[config.mk]
export PLATFORM = sky130hd
export DESIGN_NAME = lbp_window_sched
export DESIGN_NICKNAME = d
export VERILOG_FILES = /design/src/rtl/lbp_window_sched.sv
export SDC_FILE = /design/constraint.sdc
export NUM_CORES = 1
export LEC_CHECK = 0
export CAP_MARGIN = 10
export CORE_UTILIZATION = 55
export CTS_BUF_LIST = sky130_fd_sc_hd__clkbuf_4 sky130_fd_sc_hd__clkbuf_8
export DETAILED_ROUTE_END_ITERATION = 12
export PLACE_DENSITY_LB_ADDON = 0.08
export REMOVE_ABC_BUFFERS = 1
export SYNTH_ARGS = -nofsm -noshare
export SYNTH_HDL_FRONTEND = slang
export SYNTH_SLANG_ARGS = --single-unit
[constraint.sdc]
create_clock -name clk -period 3.7 [get_ports clk]
set_clock_uncertainty 0.2 [all_clocks]
set_input_delay 0.925 -clock clk [delete_from_list [all_inputs] [get_ports clk]]
set_output_delay 0.925 -clock clk [all_outputs]
set_load 0.1 [all_outputs]
[src/rtl/lbp_window_sched.sv]
// lbp_window_sched: controller that sequences the LBP encoder datapath.
//   It accepts a valid/ready sample stream, drives the datapath strobes and
//   hands each completed window HV to the classifier over valid/ready.
// Ports:
//   clk, rst          clock, synchronous active-high reset
//   enable            run request from system control
//   sample_valid/ready  upstream sample handshake (ready is combinational)
//   shift_en          shift sample memory and load the new sample
//   code_en           compute LBP code and push the sample HV into the window
//   win_latch         capture the bundler output into the window register
//   window_valid/ready  downstream window handshake
//   first_win         current/most recent window is the first since start
//   fill_cnt          codes pushed into the current window
//   window_count      windows handed off since reset (saturating)
//   state_o           FSM state: IDLE=0 WARMUP=1 FILL=2 STEP=3 LATCH=4 EMIT=5
module lbp_window_sched #(
  parameter int unsigned WINDOW_SIZE = 256,
  parameter int unsigned WINDOW_STEP = 128,
  parameter int unsigned LBP_SIZE    = 6,
  parameter int unsigned CNT_W       = $clog2(WINDOW_SIZE + 1),
  parameter int unsigned WCNT_W      = 16
) (
  input  logic              clk,
  input  logic              rst,
  input  logic              enable,
  input  logic              sample_valid,
  output logic              sample_ready,
  output logic              shift_en,
  output logic              code_en,
  output logic              win_latch,
  output logic              window_valid,
  input  logic              window_ready,
  output logic              first_win,
  output logic [CNT_W-1:0]  fill_cnt,
  output logic [WCNT_W-1:0] window_count,
  output logic [2:0]        state_o
);

  localparam int unsigned WarmW = (LBP_SIZE > 0) ? $clog2(LBP_SIZE + 1) : 1;

  localparam logic [WarmW-1:0] WarmLast = WarmW'(LBP_SIZE);
  localparam logic [CNT_W-1:0] FillLast = CNT_W'(WINDOW_SIZE);
  localparam logic [CNT_W-1:0] StepLast = CNT_W'(WINDOW_STEP);

  typedef enum logic [2:0] {
    StIdle   = 3'd0,
    StWarmup = 3'd1,
    StFill   = 3'd2,
    StStep   = 3'd3,
    StLatch  = 3'd4,
    StEmit   = 3'd5
  } state_e;

  state_e              state_q, state_d;
  logic [WarmW-1:0]    warm_q, warm_d;
  logic [CNT_W-1:0]    fill_q, fill_d;
  logic [WCNT_W-1:0]   wcount_q, wcount_d;
  logic                first_q, first_d;

  // State and counter registers.
  always_ff @(posedge clk) begin
    if (rst) begin
      state_q  <= StIdle;
      warm_q   <= '0;
      fill_q   <= '0;
      wcount_q <= '0;
      first_q  <= 1'b0;
    end else begin
      state_q  <= state_d;
      warm_q   <= warm_d;
      fill_q   <= fill_d;
      wcount_q <= wcount_d;
      first_q  <= first_d;
    end
  end

  // Next-state and counter update. enable is checked before sample_valid so
  // a drop of enable never coincides with an accept.
  always_comb begin
    state_d  = state_q;
    warm_d   = warm_q;
    fill_d   = fill_q;
    wcount_d = wcount_q;
    first_d  = first_q;
    unique case (state_q)
      StIdle: begin
        if (enable) begin
          state_d = StWarmup;
          warm_d  = '0;
        end
      end
      StWarmup: begin
        if (!enable) begin
          state_d = StIdle;
          warm_d  = '0;
          fill_d  = '0;
        end else if (sample_valid) begin
          warm_d = warm_q + WarmW'(1);
          if (warm_q + WarmW'(1) == WarmLast) begin
            state_d = StFill;
            fill_d  = '0;
            first_d = 1'b1;
          end
        end
      end
      StFill, StStep: begin
        if (!enable) begin
          state_d = StIdle;
          warm_d  = '0;
          fill_d  = '0;
        end else if (sample_valid) begin
          fill_d = fill_q + CNT_W'(1);
          if (fill_q + CNT_W'(1) == ((state_q == StFill) ? FillLast : StepLast)) begin
            state_d = StLatch;
          end
        end
      end
      StLatch: begin
        // One cycle covers the registered bundler latency.
        fill_d  = '0;
        state_d = StEmit;
      end
      StEmit: begin
        if (window_ready) begin
          if (wcount_q != '1) wcount_d = wcount_q + WCNT_W'(1);
          if (enable) begin
            state_d = StStep;
            first_d = 1'b0;
          end else begin
            state_d = StIdle;
          end
        end
      end
      default: state_d = StIdle;
    endcase
  end

  // Outputs.
  always_comb begin
    sample_ready = enable & ((state_q == StWarmup) | (state_q == StFill) | (state_q == StStep));
    shift_en     = sample_valid & sample_ready;
    code_en      = shift_en & ((state_q == StFill) | (state_q == StStep));
    win_latch    = (state_q == StLatch);
    window_valid = (state_q == StEmit);
    first_win    = first_q;
    fill_cnt     = fill_q;
    window_count = wcount_q;
    state_o      = state_q;
  end

endmodule
==> out/results.tsv, run 1 <==
stage	metric	value	unit
global_route	grt_first_pass_wirelength	6230	um
detailed_routing	drt-total-wl	3810	um
clock_network	worstSkewPairLatency	0.34	ns
worst_setup_path	cp.arrival	2.27	ns
placement	place_congestion	0.853	
worst_setup_path	cp_max_fo	5	
detailed_routing	final_antenna_net_count	0	
die	coreArea	3080	um2
synth	yosysMostFrequentCell	nor2_1	
synth	synth_top_area_frac	0.354	
global_route	antenna_found_initial	0	
power_and_ir_drop	intPower	554	uW
synth	ys_top_cells_by_count	nor2_1, dfxtp_1, nand2_1, o21ai_0, a21oi_1	
global_route	grt_overflow_total	0	
global_route	grt_max_degree	33	
placement	preCtsSetupSlack	0.320	ns
worst_setup_path	worstSetupPathType	in -> out	
worst_setup_path	slowest_delay	0.56	ns
worst_setup_path	crit_slowest_cell	clkdlybuf4s50_1	
clock_network	post_cts_resized	0	
min_path	hold_class	reg -> reg	
final_layout	fillCellCount	270	
sta	rsz0062_at_grt	false	
power_and_ir_drop	clockPowerShare	0.202	
final_layout	fin_nets	277	
power_and_ir_drop	power.density	433	nW/um2
synth	seq_area_frac_synth	0.354	
detailed_routing	first_pass_iters	4	
placement	io_buffers	38	
clock_network	clock_tree.buffer_depth	2	
power_and_ir_drop	peakVddDrop	0.361	mV
worst_setup_path	crit_path_end_kind	primary output	
clock_network	hold_buffers	0	
worst_setup_path	start_kind	input port	
worst_setup_path	reg2reg_slack	1.00	ns
die	die_h	59.4	um
worst_setup_path	cp.required	2.57	ns
sta	timing.fmax	295	MHz
synth	ys.flop_type	dfxtp_1	
synth	yosys_warnings	0	
detailed_routing	drcViolationCount	0	
synth	synth_area	1810	um2
power_and_ir_drop	p_switching	411	uW
die	ios	39	
die	num_rows	20	
sta	tightest_slew	1.14	ns
detailed_routing	drtIter0Drc	116	
final_layout	final_cell_count_no_fill	313	
global_route	grt.total_usage	0.234	
job	cap_violations	0	
worst_setup_path	crit_chain	clkdlybuf4s50_1 -> inv_1 -> nor4_1 -> buf_12	
synth	yosys.area.top_type	dfxtp_1	
synth	synth_cell_type_count	47	
clock_network	root_buffer	clkbuf_4	
sta	fin_setup_tns	0	ns
clock_network	htreeDepth	2	
power_and_ir_drop	p_seq_frac	0.411	
power_and_ir_drop	switching_share	0.426	
worst_setup_path	path_delay_family	buffers and inverters	
sta	fin_hold_ws	0.283	ns
clock_network	tritoncts	yes	
placement	placed_cells	305	
worst_setup_path	worst-path-buf-inv	3	
synth	synthTopCellsByArea	dfxtp_1, nor2_1, xor2_1	
final_layout	design_area	2230	um2
sta	slew_violations	0	
synth	syn_avg_cell_area	7.83	um2
clock_network	numCtsBuffers	5	
clock_network	cts.sinks	32	
placement	place_area	2170	um2
clock_network	clk_pin_slew	0.11	ns
sta	setup_ws	0.305	ns
synth	synth_edf_count	0	
sta	final_hold_viol_count	0	
sta	setup_viol	0	
die	die_w	59.4	um
sta	fin_crit	3.39	ns
synth	synthCells	231	
global_route	grt_pass1_vias	1426	
die	initial_utilization	0.588	
final_layout	drive_gt1_frac	0.208	
detailed_routing	viasPerCell	5.53	
final_layout	num_antenna_cells	0	
final_layout	area_growth	23.2	%
die	design.die.area	3520	um2
power_and_ir_drop	leakagePower	0.907	nW
synth	synth-seq-cells	32	
clock_network	postCtsSetupRepairBufs	0	
sta	fin_crit_sh	0.918	
detailed_routing	vias	1730	
power_and_ir_drop	comb_power_share	0.388	
run_status	status	finished, final reports clean	
detailed_routing	wl_per_cell	12.2	um
placement	dpl.hpwl	2750	um
sta	slew-limit-headroom	0.231	
synth	async_flop_share	0	
==> layout by cell type (no fill, tap or decap), types with 3 or more instances in the layout <==
cell	instances
nor2_1	35
buf_4	35
dfxtp_1	32
nand2_1	16
o21ai_0	14
a21oi_1	12
inv_1	11
nand3_1	11
xor2_1	10
nor3_1	8
a31oi_1	5
clkbuf_4	5
nor3b_1	4
nor4_1	4
and3_1	4
nand4_1	4
nand3b_1	4
a211oi_1	4
ha_1	4
clkdlybuf4s50_1	4
and4_1	3
mux2i_1	3
xnor2_1	3
buf_12	3
==> power by group through the flow <==
| stage | Combinational, mW | Sequential, mW | Clock, mW |
|---|---|---|---|
| 2_1_floorplan | 0.201 | 0.471 | 0 |
| 3_3_place_gp | 0.372 | 0.404 | 0 |
| 3_5_place_dp | 0.374 | 0.404 | 0 |
| 4_1_cts | 0.374 | 0.396 | 0.202 |
| 5_1_grt | 0.404 | 0.402 | 0.217 |
| 6_report | 0.374 | 0.396 | 0.194 |
==> tightest hold or removal path, cell delays in order, from the launching register on <==
cell and delay (ns):
dfxtp_1 0.34, nand2_1 0.06, a21oi_1 0.05
==> path summary, 6_finish.rpt <==
| kind | start | endpoint | depth (start not counted) |
|---|---|---|---|
| worst max-delay path | sample_valid | shift_en | 4 |
| worst min register to register | warm_q[1] | warm_q[1] | 2 |
| worst max register to register | warm_q[0] | fill_cnt[3] | 7 |
| worst min-delay path | warm_q[1] | warm_q[1] | 2 |
==> metal layers <==
| metal | global-route usage | vias up | routed length (um) |
|---|---|---|---|
| met5 | 0 | - | 0 |
| met4 | 0.109 | 0 | 68 |
| met3 | 0.0459 | 7 | 166 |
| met2 | 0.358 | 44 | 1750 |
| met1 | 0.317 | 782 | 1830 |
| li1 | - | 897 | - |
==> sequential cells by signal, summed over array words and instances, names as in the netlist <==
register / count
fill_cnt: 9
first_win: 1
window_count: 16
state_o: 3
warm_q: 3
==> kinds of logic (layout without fill, tap and decap cells) <==
family / count (synthesis) / count (layout) / share of synthesized area
xor gates and xnor gates: 13 / 13 / 0.0629
muxes: 4 / 4 / 0.0228
AOI/OAI and AO/OA: 48 / 48 / 0.167
DFF: 32 / 32 / 0.354
adders and majority gates: 4 / 4 / 0.0277
and+or+nand+nor: 107 / 107 / 0.313
buffers and inverters: 23 / 61 / 0.0526
==> cell type report <==
type / instances / area [um2] / area share
Inverter: 11 / 41.3 / 0.0185
Timing Repair Buffer: 42 / 363 / 0.163
Tap cell: 44 / 55.1 / 0.0247
Clock inverter: 3 / 18.8 / 0.00842
Sequential cell: 32 / 641 / 0.287
Multi-Input combinational cell: 176 / 1070 / 0.481
Clock buffer: 5 / 37.5 / 0.0168
==> stage by stage <==
| step | util | power [mW] |
|---|---|---|
| 2_1_floorplan | - | 0.672 |
| 6_report | 0.724 | 0.965 |
| 4_1_cts | 0.724 | 0.971 |
| 3_3_place_gp | 0.706 | 0.775 |
| 5_1_grt | 0.724 | 1.02 |
| 3_5_place_dp | 0.706 | 0.777 |
Note: power is estimated with default switching activity, not from simulation.
==> run 2: changes to the inputs <==
Settings changed: PLACE_DENSITY set to 0.86, PLACE_DENSITY_LB_ADDON 0.08 to not set.
==> run 2 against run 1 <==
Global-route usage up 3.1 points. Sequential share of layout area is 0.21 points lower. Power up 8.4%. First-iteration DRC count grew 3.4%. Count of clock-buffer cells in the layout rose by 1. Highest routed layer unchanged. Clock power up 40%. Critical path depth unchanged. Register-to-register slack got worse by 0.06 ns. Die area stayed put. Critical endpoint unchanged. Design area grew 0.73%. Sequential power about the same.
==> out/results.tsv, run 2 (synthesized netlist as in run 1, its figures left out) <==
stage	metric	value	unit
sta	fin_crit	3.49	ns
clock_network	root_buffer	clkbuf_4	
min_path	hold_class	reg -> reg	
worst_setup_path	start_kind	input port	
global_route	grt_max_degree	22	
sta	timing.fmax	287	MHz
final_layout	largest_register_ffs	16	
worst_setup_path	worstSetupPathType	in -> out	
worst_setup_path	worstReg2RegEnd	fill_cnt[2]	
run_status	status	finished, final reports clean	
die	design.die.area	3520	um2
placement	io_buffers	38	
final_layout	drive_gt1_frac	0.205	
detailed_routing	drcViolationCount	0	
die	initial_utilization	0.588	
worst_setup_path	crit_path_end_kind	primary output	
global_route	grt_overflow_total	0	
die	die_h	59.4	um
placement	place_congestion	0.885	
die	num_rows	20	
clock_network	clock_tree.buffer_depth	2	
power_and_ir_drop	power.density	466	nW/um2
clock_network	postCtsSetupRepairBufs	0	
worst_setup_path	cp.arrival	2.36	ns
final_layout	num_antenna_cells	0	
die	die_w	59.4	um
global_route	grt_first_pass_wirelength	7000	um
final_layout	final_cell_mix	nor2_1, buf_4, dfxtp_1	
sta	slew_violations	0	
sta	setup_viol	0	
worst_setup_path	r2r_cells	7	
detailed_routing	drt-total-wl	4180	um
placement	dpl.hpwl	2910	um
sta	fin_setup_tns	0	ns
clock_network	clk_pin_slew	0.10	ns
detailed_routing	vias	1810	
job	cap_violations	0	
global_route	grt.total_usage	0.265	
min_path	min_from	warm_q[1]	
sta	fin_crit_sh	0.942	
clock_network	tritoncts	yes	
global_route	antenna_found_initial	0	
clock_network	cts.sinks	32	
global_route	grt_pass1_vias	1509	
clock_network	numCtsBuffers	5	
min_path	min_path_cells	2	
worst_setup_path	r2r-start	warm_q[0]	
clock_network	hold_buffers	0	
die	ios	39	
sta	final_hold_viol_count	0	
worst_setup_path	reg2reg_slack	0.94	ns
detailed_routing	drtIter0Drc	120	
clock_network	post_cts_resized	0	
power_and_ir_drop	leakagePower	0.913	nW
worst_setup_path	cp.required	2.57	ns
final_layout	mostFrequentLayoutCell	nor2_1	
worst_setup_path	cp_max_fo	5	
detailed_routing	final_antenna_net_count	0	
final_layout	area_growth	24.1	%
clock_network	htreeDepth	2	
detailed_routing	wl_per_cell	13.4	um
detailed_routing	viasPerCell	5.80	
final_layout	fin_nets	276	
power_and_ir_drop	power	1.05	mW
sta	tightest_slew	1.19	ns
detailed_routing	first_pass_iters	5	
die	coreArea	3080	um2
sta	slew-limit-headroom	0.196	
sta	rsz0062_at_grt	false	
min_path	min_to	warm_q[1]	
clock_network	worstSkewPairLatency	0.33	ns
power_and_ir_drop	peakVddDrop	0.358	mV
run 2: layer usage:
metal,vias to the layer above,GRT usage,share of wire
met1,824,0.363,0.45
met4,0,0.102,0.018
met5,-,0,0
li1,899,-,-
met2,77,0.406,0.45
met3,10,0.0568,0.077
run 2: worst max path at each step:
stage,from,to,slack (ns),cells after the start
after floorplan,state_o[1],shift_en,-1.60,2
after global placement,enable,shift_en,0.29,4
after detailed placement,enable,shift_en,0.22,4
after CTS,enable,shift_en,0.21,4
after global routing,enable,shift_en,0.17,4
final,enable,shift_en,0.21,4
run 2: power breakdown:
part | internal [mW] | switching (mW) | total (mW)
clock | 0.149 | 0.123 | 0.272
sequential | 0.357 | 0.0399 | 0.397
combinational | 0.122 | 0.256 | 0.378
run 2: layout make-up:
type,count,area (um2)
sequential,32,641
tap,44,55.1
timing repair buffer,41,355
multi-input combinational,176,1070
clock buffer,6,45.0
inverter,11,41.3
clock inverter,2,35.0
fill,247,832
run 2: through the flow:
| step | utilization | std cells | cell area, um2 | hold WS [ns] | setup WS [ns] |
|---|---|---|---|---|---|
| global placement | 0.704 | 304 | 2170 | 0.261 | 0.294 |
| CTS | 0.730 | 312 | 2250 | 0.284 | 0.213 |
| finish | 0.730 | 312 | 2250 | 0.274 | 0.214 |
| global route | 0.730 | 312 | 2250 | 0.313 | 0.174 |
| floorplan | - | 219 | 1760 | 0.243 | -1.60 |
| detailed placement | 0.704 | 304 | 2170 | 0.268 | 0.223 |
run 2: critical path, cell delays in order:
cell and delay, ns:
clkdlybuf4s50_1 0.55, inv_1 0.11, nor4_1 0.52, buf_12 0.25
==> run 3: changes to the inputs <==
Settings changed: HOLD_SLACK_MARGIN set to 0.08.
==> results of run 3 <==
Same layout as run 2: the final DEF is identical, and so are final timing and power.
